[src/rtl/ex_stage_unit_pkg.sv]
// Shared definitions for the EX stage: datapath widths, ALUOp and funct
// encodings, and the EX sequencing state type.
package ex_stage_unit_pkg;

    localparam int DATA_W = 32;
    localparam int REG_W  = 5;

    // ALUOp encodings from the ID/EX control word. 2'b11 is reserved and
    // falls into the default (result 0) path.
    localparam logic [1:0] ALUOP_ADD   = 2'b00;
    localparam logic [1:0] ALUOP_SUB   = 2'b01;
    localparam logic [1:0] ALUOP_RTYPE = 2'b10;

    // R-type funct encodings (imm[5:0]).
    localparam logic [5:0] FUNCT_ADD = 6'b100000;
    localparam logic [5:0] FUNCT_SUB = 6'b100010;
    localparam logic [5:0] FUNCT_AND = 6'b100100;
    localparam logic [5:0] FUNCT_OR  = 6'b100101;
    localparam logic [5:0] FUNCT_MUL = 6'b011000;

    typedef enum logic [1:0] {
        ST_IDLE = 2'd0,
        ST_BUSY = 2'd1,
        ST_DONE = 2'd2
    } ex_state_t;

endpackage

[src/rtl/ex_stage_unit_mul_iter.sv]
// mul_iter: iterative shift-add multiplier, lower DATA_W bits of a*b.
// Retires MUL_BITS_PER_CYCLE multiplier bits per busy cycle, so a product
// takes STEPS = DATA_W / MUL_BITS_PER_CYCLE cycles after start.
// MUL_BITS_PER_CYCLE must divide DATA_W.
// Ports:
//   clk      clock, rising edge
//   rst      synchronous active-high reset (abandons any product in flight)
//   start    load a/b, clear accumulator and counter, begin iterating
//   a, b     multiplicand / multiplier, sampled only on start
//   last     high during the final busy cycle (counter == STEPS-1)
//   product  accumulator; holds the full product once busy drops
module mul_iter
    import ex_stage_unit_pkg::*;
#(
    parameter int MUL_BITS_PER_CYCLE = 1
) (
    input  logic              clk,
    input  logic              rst,
    input  logic              start,
    input  logic [DATA_W-1:0] a,
    input  logic [DATA_W-1:0] b,
    output logic              last,
    output logic [DATA_W-1:0] product
);

    localparam int STEPS = DATA_W / MUL_BITS_PER_CYCLE;
    localparam int CNT_W = (STEPS > 1) ? $clog2(STEPS) : 1;
    localparam logic [CNT_W-1:0] LAST_CNT = CNT_W'(STEPS - 1);

    logic              busy;
    logic [CNT_W-1:0]  cnt;
    logic [DATA_W-1:0] mcand;
    logic [DATA_W-1:0] mplier;
    logic [DATA_W-1:0] acc;
    logic [DATA_W-1:0] partial;

    // Partial product of the current multiplier chunk. Only the low
    // DATA_W bits matter, so signed and unsigned operands agree.
    always_comb begin
        partial = '0;
        for (int j = 0; j < MUL_BITS_PER_CYCLE; j++) begin
            if (mplier[j]) begin
                partial = partial + (mcand << j);
            end
        end
    end

    always_ff @(posedge clk) begin
        if (rst) begin
            busy   <= 1'b0;
            cnt    <= '0;
            mcand  <= '0;
            mplier <= '0;
            acc    <= '0;
        end else if (start) begin
            busy   <= 1'b1;
            cnt    <= '0;
            mcand  <= a;
            mplier <= b;
            acc    <= '0;
        end else if (busy) begin
            acc    <= acc + partial;
            mcand  <= mcand << MUL_BITS_PER_CYCLE;
            mplier <= mplier >> MUL_BITS_PER_CYCLE;
            if (cnt == LAST_CNT) begin
                busy <= 1'b0;
            end else begin
                cnt <= cnt + CNT_W'(1);
            end
        end
    end

    assign last    = busy && (cnt == LAST_CNT);
    assign product = acc;

endmodule

[src/rtl/ex_stage_unit.sv]
// ex_stage_unit: EX stage between ID/EX and EX/MEM. Operand select,
// single-cycle ALU, iterative MUL with pipeline stall, EX/MEM register.
// Ports:
//   clk_i, rst_i          clock / synchronous active-high reset
//   valid_i .. rd_addr_i  ID/EX register outputs (controls, operands, fields)
//   stall_o               combinational hold request to IF/ID and ID/EX
//   valid_o .. wr_addr_o  registered EX/MEM outputs
//
// state | meaning
// IDLE  | single-cycle ops pass through; a MUL starts the multiplier
// BUSY  | multiplier iterating, bubbles emitted, upstream held
// DONE  | product ready; capture MUL result with held ID/EX controls
module ex_stage_unit
    import ex_stage_unit_pkg::*;
#(
    parameter int MUL_BITS_PER_CYCLE = 1
) (
    input  logic              clk_i,
    input  logic              rst_i,
    input  logic              valid_i,
    input  logic [1:0]        WB_i,
    input  logic [2:0]        M_i,
    input  logic              RegDst_i,
    input  logic [1:0]        ALUOp_i,
    input  logic              ALUSrc_i,
    input  logic [DATA_W-1:0] rs_data_i,
    input  logic [DATA_W-1:0] rt_data_i,
    input  logic [DATA_W-1:0] imm_i,
    input  logic [REG_W-1:0]  rt_addr_i,
    input  logic [REG_W-1:0]  rd_addr_i,
    output logic              stall_o,
    output logic              valid_o,
    output logic [1:0]        WB_o,
    output logic [2:0]        M_o,
    output logic [DATA_W-1:0] result_o,
    output logic [DATA_W-1:0] write_data_o,
    output logic [REG_W-1:0]  wr_addr_o
);

    ex_state_t         state;
    logic [5:0]        funct;
    logic [DATA_W-1:0] op_b;
    logic [REG_W-1:0]  wr_addr;
    logic [DATA_W-1:0] alu_result;
    logic              is_mul;
    logic              mul_start;
    logic              mul_last;
    logic [DATA_W-1:0] mul_product;

    assign funct   = imm_i[5:0];
    assign op_b    = ALUSrc_i ? imm_i : rt_data_i;
    assign wr_addr = RegDst_i ? rd_addr_i : rt_addr_i;
    assign is_mul  = valid_i && (ALUOp_i == ALUOP_RTYPE) && (funct == FUNCT_MUL);

    // A MUL only starts from IDLE; DONE never looks at is_mul, so the held
    // instruction cannot retrigger itself.
    assign mul_start = (state == ST_IDLE) && is_mul;
    assign stall_o   = !rst_i && (mul_start || (state == ST_BUSY));

    always_comb begin
        alu_result = '0;
        case (ALUOp_i)
            ALUOP_ADD: alu_result = rs_data_i + op_b;
            ALUOP_SUB: alu_result = rs_data_i - op_b;
            ALUOP_RTYPE: begin
                case (funct)
                    FUNCT_ADD: alu_result = rs_data_i + op_b;
                    FUNCT_SUB: alu_result = rs_data_i - op_b;
                    FUNCT_AND: alu_result = rs_data_i & op_b;
                    FUNCT_OR:  alu_result = rs_data_i | op_b;
                    default:   alu_result = '0;
                endcase
            end
            default: alu_result = '0;
        endcase
    end

    mul_iter #(
        .MUL_BITS_PER_CYCLE(MUL_BITS_PER_CYCLE)
    ) u_mul_iter (
        .clk     (clk_i),
        .rst     (rst_i),
        .start   (mul_start),
        .a       (rs_data_i),
        .b       (rt_data_i),
        .last    (mul_last),
        .product (mul_product)
    );

    always_ff @(posedge clk_i) begin
        if (rst_i) begin
            state        <= ST_IDLE;
            valid_o      <= 1'b0;
            WB_o         <= '0;
            M_o          <= '0;
            result_o     <= '0;
            write_data_o <= '0;
            wr_addr_o    <= '0;
        end else begin
            case (state)
                ST_IDLE: begin
                    if (is_mul) begin
                        valid_o <= 1'b0;
                        WB_o    <= '0;
                        M_o     <= '0;
                        state   <= ST_BUSY;
                    end else begin
                        // An empty slot still updates the data fields, but
                        // its controls are zeroed so nothing downstream acts.
                        valid_o      <= valid_i;
                        WB_o         <= valid_i ? WB_i : 2'b00;
                        M_o          <= valid_i ? M_i : 3'b000;
                        result_o     <= alu_result;
                        write_data_o <= rt_data_i;
                        wr_addr_o    <= wr_addr;
                    end
                end
                ST_BUSY: begin
                    valid_o <= 1'b0;
                    WB_o    <= '0;
                    M_o     <= '0;
                    if (mul_last) begin
                        state <= ST_DONE;
                    end
                end
                ST_DONE: begin
                    valid_o      <= 1'b1;
                    WB_o         <= WB_i;
                    M_o          <= M_i;
                    result_o     <= mul_product;
                    write_data_o <= rt_data_i;
                    wr_addr_o    <= wr_addr;
                    state        <= ST_IDLE;
                end
                default: state <= ST_IDLE;
            endcase
        end
    end

endmodule

[config.mk]
export PLATFORM = sky130hd
export DESIGN_NAME = ex_stage_unit
export DESIGN_NICKNAME = d
export VERILOG_FILES = /design/src/rtl/ex_stage_unit_pkg.sv /design/src/rtl/ex_stage_unit_mul_iter.sv /design/src/rtl/ex_stage_unit.sv
export SDC_FILE = /design/constraint.sdc
export NUM_CORES = 1
export LEC_CHECK = 0
export CAP_MARGIN = 20
export CORE_UTILIZATION = 45
export CTS_CLUSTER_SIZE = 8
export DETAILED_ROUTE_END_ITERATION = 12
export GPL_TIMING_DRIVEN = 1
export PLACE_DENSITY_LB_ADDON = 0.3
export SYNTH_ARGS = -nofsm -noshare
export SYNTH_HDL_FRONTEND = slang
export SYNTH_SLANG_ARGS = --single-unit
[constraint.sdc]
create_clock -name clk_i -period 8.6 [get_ports clk_i]
set_input_delay 1.29 -clock clk_i [delete_from_list [all_inputs] [get_ports clk_i]]
set_output_delay 1.29 -clock clk_i [all_outputs]
set_load 0.05 [all_outputs]
## After elaboration in Yosys (flattened, before gate mapping)

Index checks and enable logic that the tools add are counted.

- Bits of input ports: 118
- Logic and storage cells: 77
- Memory bits (read-only): 0
- Latch bits: 0
- Memories kept: 0
- Register bits after elaboration: 179
- Bits in writable memories: 0
- Output and inout bits: 76

- Bitwise operators: 3
- Multiply operators: 0
- Reduce and logical (&&, ||, !) cells: 16
- Magnitude comparators: 0
- Shift-type cells: 0
- Equal/unequal tests: 13
- $add $sub $neg: 4
- Div/mod/pow operators: 0
- Muxes and demuxes: 29

Operator list:

| operator | number |
|---|---|
| two-way mux 32 bit | 8 |
| case mux 32 bit (2 select lines) | 2 |
| case mux 32 bit (4 select lines) | 1 |
| case mux 32 bit (3 select lines) | 1 |
| adder 32 bit | 2 |
| bitwise AND 32 bit | 1 |
| OR 32 bit | 1 |
| subtractor 32 bit | 1 |
| == test 6 bit (second input constant) | 4 |
| two-way mux 5 bit | 2 |
| case mux 5 bit (2 select lines) | 1 |
| case mux 3 bit (3 select lines) | 1 |
| two-way mux 2 bit | 4 |
| == test 6 x 5 -> 1 bit (second input constant) | 1 |
| two-way mux 3 bit | 2 |
| != test 2 bit (second input constant) | 3 |
| case mux 2 bit (3 select lines) | 1 |
| AND reduction 2 bit | 3 |
| adder 5 x 1 -> 5 bit (second input constant) | 1 |
| == test 5 bit (second input constant) | 1 |
| logical AND 1 bit | 5 |
| == test 2 x 1 -> 1 bit (second input constant) | 2 |
| == test 2 bit (second input constant) | 2 |
| logical NOT 2 bit | 2 |
| 9 further kinds | 13 |

## Longest topological paths before layout

- Depth after elaboration: 6
- Gate-level depth with buffers: 16
- Gate-level depth less buffers: 15

## Modules after synthesis

From an unflattened synthesis, not the netlist that was laid out.

- Cells, all modules: 1945
- Area, all modules: 14797.9 um^2

Modules (own cells, without submodules):

| module | times used | cells an instance | sequential area each (um^2) | area each (um^2) |
|---|---|---|---|---|
| ex_stage_unit | 1 | 1180 | 1541.5 | 8705.8 |
| mul_iter | 1 | 765 | 2042.0 | 6092.1 |

## Worst setup path after synthesis

No wires, ideal clock.

- Kind: input-to-reg
- Start point: in ALUSrc_i
- End point: reg result_o[28]
- Setup slack: 3.818 ns
- Stages on the path: 15
- Library setup time: 0.131 ns
- Path buffers: 3
- Data required time: 8.469 ns
- Data arrival time: 4.652 ns
- Path through: clkbuf_1 > buf_1 > mux2i_1 > ha_1 > clkbuf_1 > or4bb_1 > or2_1 > a2bb2oi_1 > o211ai_1 > a21o_1 > a311o_1 > a21oi_2 > xnor2_1 > a221oi_2 > o22ai_1

- Longest elaborated chain between the ends: 6
- Elaborated cells on any way between the ends: 9
- Classes of those cells: add/sub: 2; mux: 5; bitwise: 2

RTL lines:

| what | RTL line | text |
|---|---|---|
| start, declared | ex_stage_unit.sv:25 | `input logic ALUSrc_i,` |
| two-way mux 32 bit (*) | ex_stage_unit.sv:51 | `assign op_b = ALUSrc_i ? imm_i : rt_data_i;` |
| subtractor 32 bit (tied with other cells) | ex_stage_unit.sv:64, ex_stage_unit.sv:68 |  |
| case mux 32 bit (4 select lines) | ex_stage_unit.sv:66 | `case (funct)` |
| case mux 32 bit (3 select lines) (*) | ex_stage_unit.sv:62 | `case (ALUOp_i)` |
| two-way mux 32 bit (*) | ex_stage_unit.sv:102 | `if (is_mul) begin` |
| case mux 32 bit (2 select lines) (*) | ex_stage_unit.sv:100 | `case (state)` |
| end signal, assigned | ex_stage_unit.sv:113 | `result_o <= alu_result;` |
| end signal, assigned | ex_stage_unit.sv:130 | `result_o <= mul_product;` |
| end, declared | ex_stage_unit.sv:35 | `output logic [DATA_W-1:0] result_o,` |

Every way passes the cells marked *; elsewhere a longest branch is shown, timed or not. The select of a mux whose other input is x is not followed.
A chain may end at the register's enable or synchronous reset.

## Worst setup path in the final report

- Start point: in ALUSrc_i
- End point: reg result_o[27]

The elaborated chain is that of the path after synthesis.

==> impl_metrics.py <==
metrics = {
    "clocking": {
        "cts_hold_buf": 0,
        "path_clk_slew_ns": 0.08,
        "ctsResizeCount": 0,
        "cts_inserted_buffers": 17,
        "worstSkewPairLatency_ns": 0.46,
        "clock_sinks": 179,
        "cts_setup_buffers": 0,
        "cts_tree": "built",
        "cts_root_buffer": "clkbuf_16",
        "cts_buffer_depth": 2,
        "htree_levels": 4,
    },
    "floorplanning": {
        "ios": 194,
        "initial_core_util_pct": 46.1,
        "core_area_um2": 30800,
        "die_h_um": 180,
        "dieArea_um2": 32300,
        "num_rows": 64,
        "die_x_um": 180,
    },
    "place": {
        "dp_hpwl_um": 33700,
        "gp_congestion": 0.947,
        "place_ws_ns": 3.00,
        "portBuffers": 193,
    },
    "critical_path": {
        "worstPathRequired_ns": 8.99,
        "path_buf_inv": 1,
        "worst_r2r_path_depth": 13,
        "r2r_end": "u_mul_iter.product[31]",
        "worstSetupPathType": "primary input to flip-flop",
        "cp_max_fo": 32,
        "end_kind": "flip-flop",
        "cpMaxStageDelayCell": "buf_2",
        "critPathMaxStageDelay_ns": 0.78,
        "r2r-start": "u_mul_iter.mplier[0]",
        "path_cells": "buf_2 > mux2i_1 > ha_1 > or4_1 > nand2b_1 > nor2b_1 > nand2_1 > o31ai_2 > nor2_1 > o2111a_1 > nor4_1 > o21ai_0 > a21oi_1",
        "cp_top_family": "simple AND/OR/NAND/NOR gates",
        "arrival_ns": 5.56,
        "startpoint_type": "primary input",
        "reg2reg_slack_ns": 4.48,
    },
    "global_routing": {
        "grt_start_max_net_pins": 86,
        "grt_pass1_wl_um": 71100,
        "grt_pass1_vias": 13091,
        "antenna_found_initial": 1,
        "grt_overflow": 0,
        "grt_use_total_pct": 27.5,
    },
    "sta": {
        "finalHoldViolCount": 0,
        "finalSetupTns_ns": 0,
        "post-route-min-period_ns": 5.17,
        "rsz0062_at_grt": "no",
        "fmax_mhz": 193,
        "timing.final.crit_share_pct": 60.2,
        "hold_slack_ns": 0.454,
        "setup-violations-final": 0,
        "fin_ws_ns": 3.43,
        "max_slew_margin_pct": 28.1,
        "worstMarginPinSlew_ns": 1.08,
        "finalMaxSlewViolations": 0,
        "fin_worst_skew_ns": 0.0106,
    },
    "routing": {
        "drtIter0Drc": 1003,
        "drc": 14,
        "antenna_left": 0,
        "post_drt_wl_per_cell_um": 19.2,
        "vias": 13647,
        "drt-total-wl_um": 44600,
        "route.detailed.vias_per_inst": 5.88,
        "dr.pass1.iters": 11,
    },
    "yosys": {
        "ys_ff_latch": 179,
        "ys_seq_area_share_pct": 25.2,
        "synth-edff-count": 0,
        "yosys_warnings": 0,
        "synth-main-ff-cell": "dfxtp_1",
        "syn_area_per_cell_um2": 7.90,
        "synthArstFlopShare_pct": 0,
        "synth_top_cell_by_area": "dfxtp_1",
        "netlist_area_um2": 14200,
        "synth_nets": 2074,
        "syn_inst": 1800,
        "synth.distinct_cells": 83,
        "synth_area_leaders": "dfxtp_1 25%, ha_1 13%, mux2i_1 9.1%",
        "synth_top_area_share_pct": 25.2,
    },
    "power_and_ir_drop": {
        "p_leak_nw": 7.01,
        "p_per_area_nw_per_um2": 148,
        "ir_drop_mv": 0.128,
    },
    "finish": {
        "fin_nets": 2184,
        "syn_to_final_growth_pct": 18.9,
        "layout-drive-gt1-share_pct": 4.21,
    },
    "flow_run": {
        "maxCapViolCount": 0,
    },
    "hold_path": {
        "hp-start": "write_data_o[31]",
        "hp-class": "flip-flop to flip-flop",
        "hold_depth": 2,
        "whs_endpoint": "write_data_o[31]",
    },
    "status": {
        "violations": "DRC",
        "status": "finished with violations",
    },
}
layer usage:
| layer | vias up | GRT usage [%] | share of wire (%) |
|---|---|---|---|
| li1 | 6653 | - | - |
| met3 | 55 | 5.43 | 7.7 |
| met4 | 2 | 9.72 | 2.6 |
| met5 | - | 0 | 0.029 |
| met2 | 505 | 41.8 | 43 |
| met1 | 6432 | 38.4 | 47 |
power by group:
part           total, mW  leakage, nW  switching (mW)  internal, mW
clock              0.793        0.278           0.386         0.407
combinational      0.824         5.28           0.518         0.306
sequential         0.892         1.46          0.0243         0.868
area by class of cell:
| cell class | count | area, um2 |
|---|---|---|
| antenna | 1 | 2.50 |
| timing repair buffer | 207 | 2030 |
| multi-input combinational | 1405 | 9840 |
| inverter | 100 | 375 |
| sequential | 179 | 3590 |
| fill | 2845 | 13900 |
| tap | 396 | 495 |
| clock buffer | 17 | 425 |
| clock inverter | 14 | 146 |
worst max-delay path by stage:
stage                        start      endpoint  slack, ns  cells past startpoint
final                     ALUSrc_i  result_o[27]       3.43                     13
after global routing      ALUSrc_i  result_o[27]       3.13                     13
after CTS                 ALUSrc_i  result_o[27]       3.48                     13
after detailed placement  ALUSrc_i  result_o[27]       3.00                     13
after global placement    ALUSrc_i  result_o[27]       3.10                     13
after floorplan           ALUSrc_i  result_o[28]       3.82                     15
worst reg2reg max path: stages (launching register included):
cell	delay [ns]
dfxtp_1	0.88
nand2_1	0.26
inv_1	0.12
ha_1	0.24
a211oi_1	0.29
o21bai_1	0.14
a311o_1	0.41
a21oi_1	0.33
o21ai_0	0.26
a21oi_1	0.36
o41a_1	0.22
xor2_1	0.18
a21oi_1	0.09
a31o_2	0.23
cells in the mapped netlist, types with 4 or more instances:
library cell / n
nand2b_1: 14
and3_1: 16
xnor2_1: 35
clkbuf_1: 101
or3_1: 8
nor4_1: 6
o21bai_1: 18
o22ai_1: 25
inv_1: 100
a221oi_1: 23
dfxtp_1: 179
nor2_1: 211
mux2i_1: 129
and2_1: 35
a222oi_1: 5
nor2b_1: 15
o221ai_1: 6
o211ai_1: 14
o21a_1: 11
o21ai_0: 66
a21boi_0: 7
o21ai_1: 6
nor3_1: 32
nand2_1: 141
o221a_2: 4
or2_2: 6
nor3b_1: 5
a211oi_1: 85
nand4_1: 4
o31ai_1: 7
a22oi_1: 7
nand3_1: 17
a21oi_1: 155
a31oi_1: 9
a311oi_1: 4
nand3b_1: 9
a21o_1: 36
xor2_1: 20
a311o_1: 5
ha_1: 153
buf_2: 5
buf_1: 7
per-stage QoR:
step	area, um2	utilization (%)	std cells	total power, mW
after floorplan	14200	-	1800	1.45
after global placement	16300	53.0	2286	1.72
after detailed placement	16300	53.0	2287	1.72
after CTS	16900	54.8	2318	2.52
after global routing	16900	54.8	2318	2.62
final	16900	54.8	2319	2.51
state kept, by name, indices dropped and copies added (netlist names):
register / cells
u_mul_iter.busy: 1
M_o: 3
write_data_o: 32
u_mul_iter.mplier: 32
u_mul_iter.product: 32
WB_o: 2
u_mul_iter.mcand: 32
state: 2
u_mul_iter.cnt: 5
valid_o: 1
wr_addr_o: 5
result_o: 32
placed cells by master, fill, tap and decap left out, types with 8 or more instances in the layout:
cell type / netlist / layout
nor2_1: 211 / 209
clkdlybuf4s50_1: 0 / 191
dfxtp_1: 179 / 178
a21oi_1: 155 / 154
ha_1: 153 / 153
nand2_1: 141 / 140
mux2i_1: 129 / 129
inv_1: 100 / 100
a211oi_1: 85 / 85
o21ai_0: 66 / 65
a21o_1: 36 / 36
and2_1: 35 / 35
xnor2_1: 35 / 35
nor3_1: 32 / 32
o22ai_1: 25 / 25
a221oi_1: 23 / 23
xor2_1: 20 / 20
o21bai_1: 18 / 18
nand3_1: 17 / 17
clkbuf_16: 0 / 17
and3_1: 16 / 16
nor2b_1: 15 / 15
nand2b_1: 14 / 14
o211ai_1: 14 / 14
buf_4: 0 / 14
o21a_1: 11 / 11
a31oi_1: 9 / 9
nand3b_1: 9 / 9
or3_1: 8 / 8
cells by family after synthesis:
logic type | after synthesis | synth area share, %
adders and majority gates | 156 | 13.9
buffers and inverters | 216 | 5.86
muxes | 129 | 9.08
DFF | 179 | 25.2
xor gates and xnor gates | 55 | 3.39
and+or+nand+nor | 531 | 17.1
AOI/OAI and AO/OA | 534 | 25.5
Power figures use the tool's default switching activity.
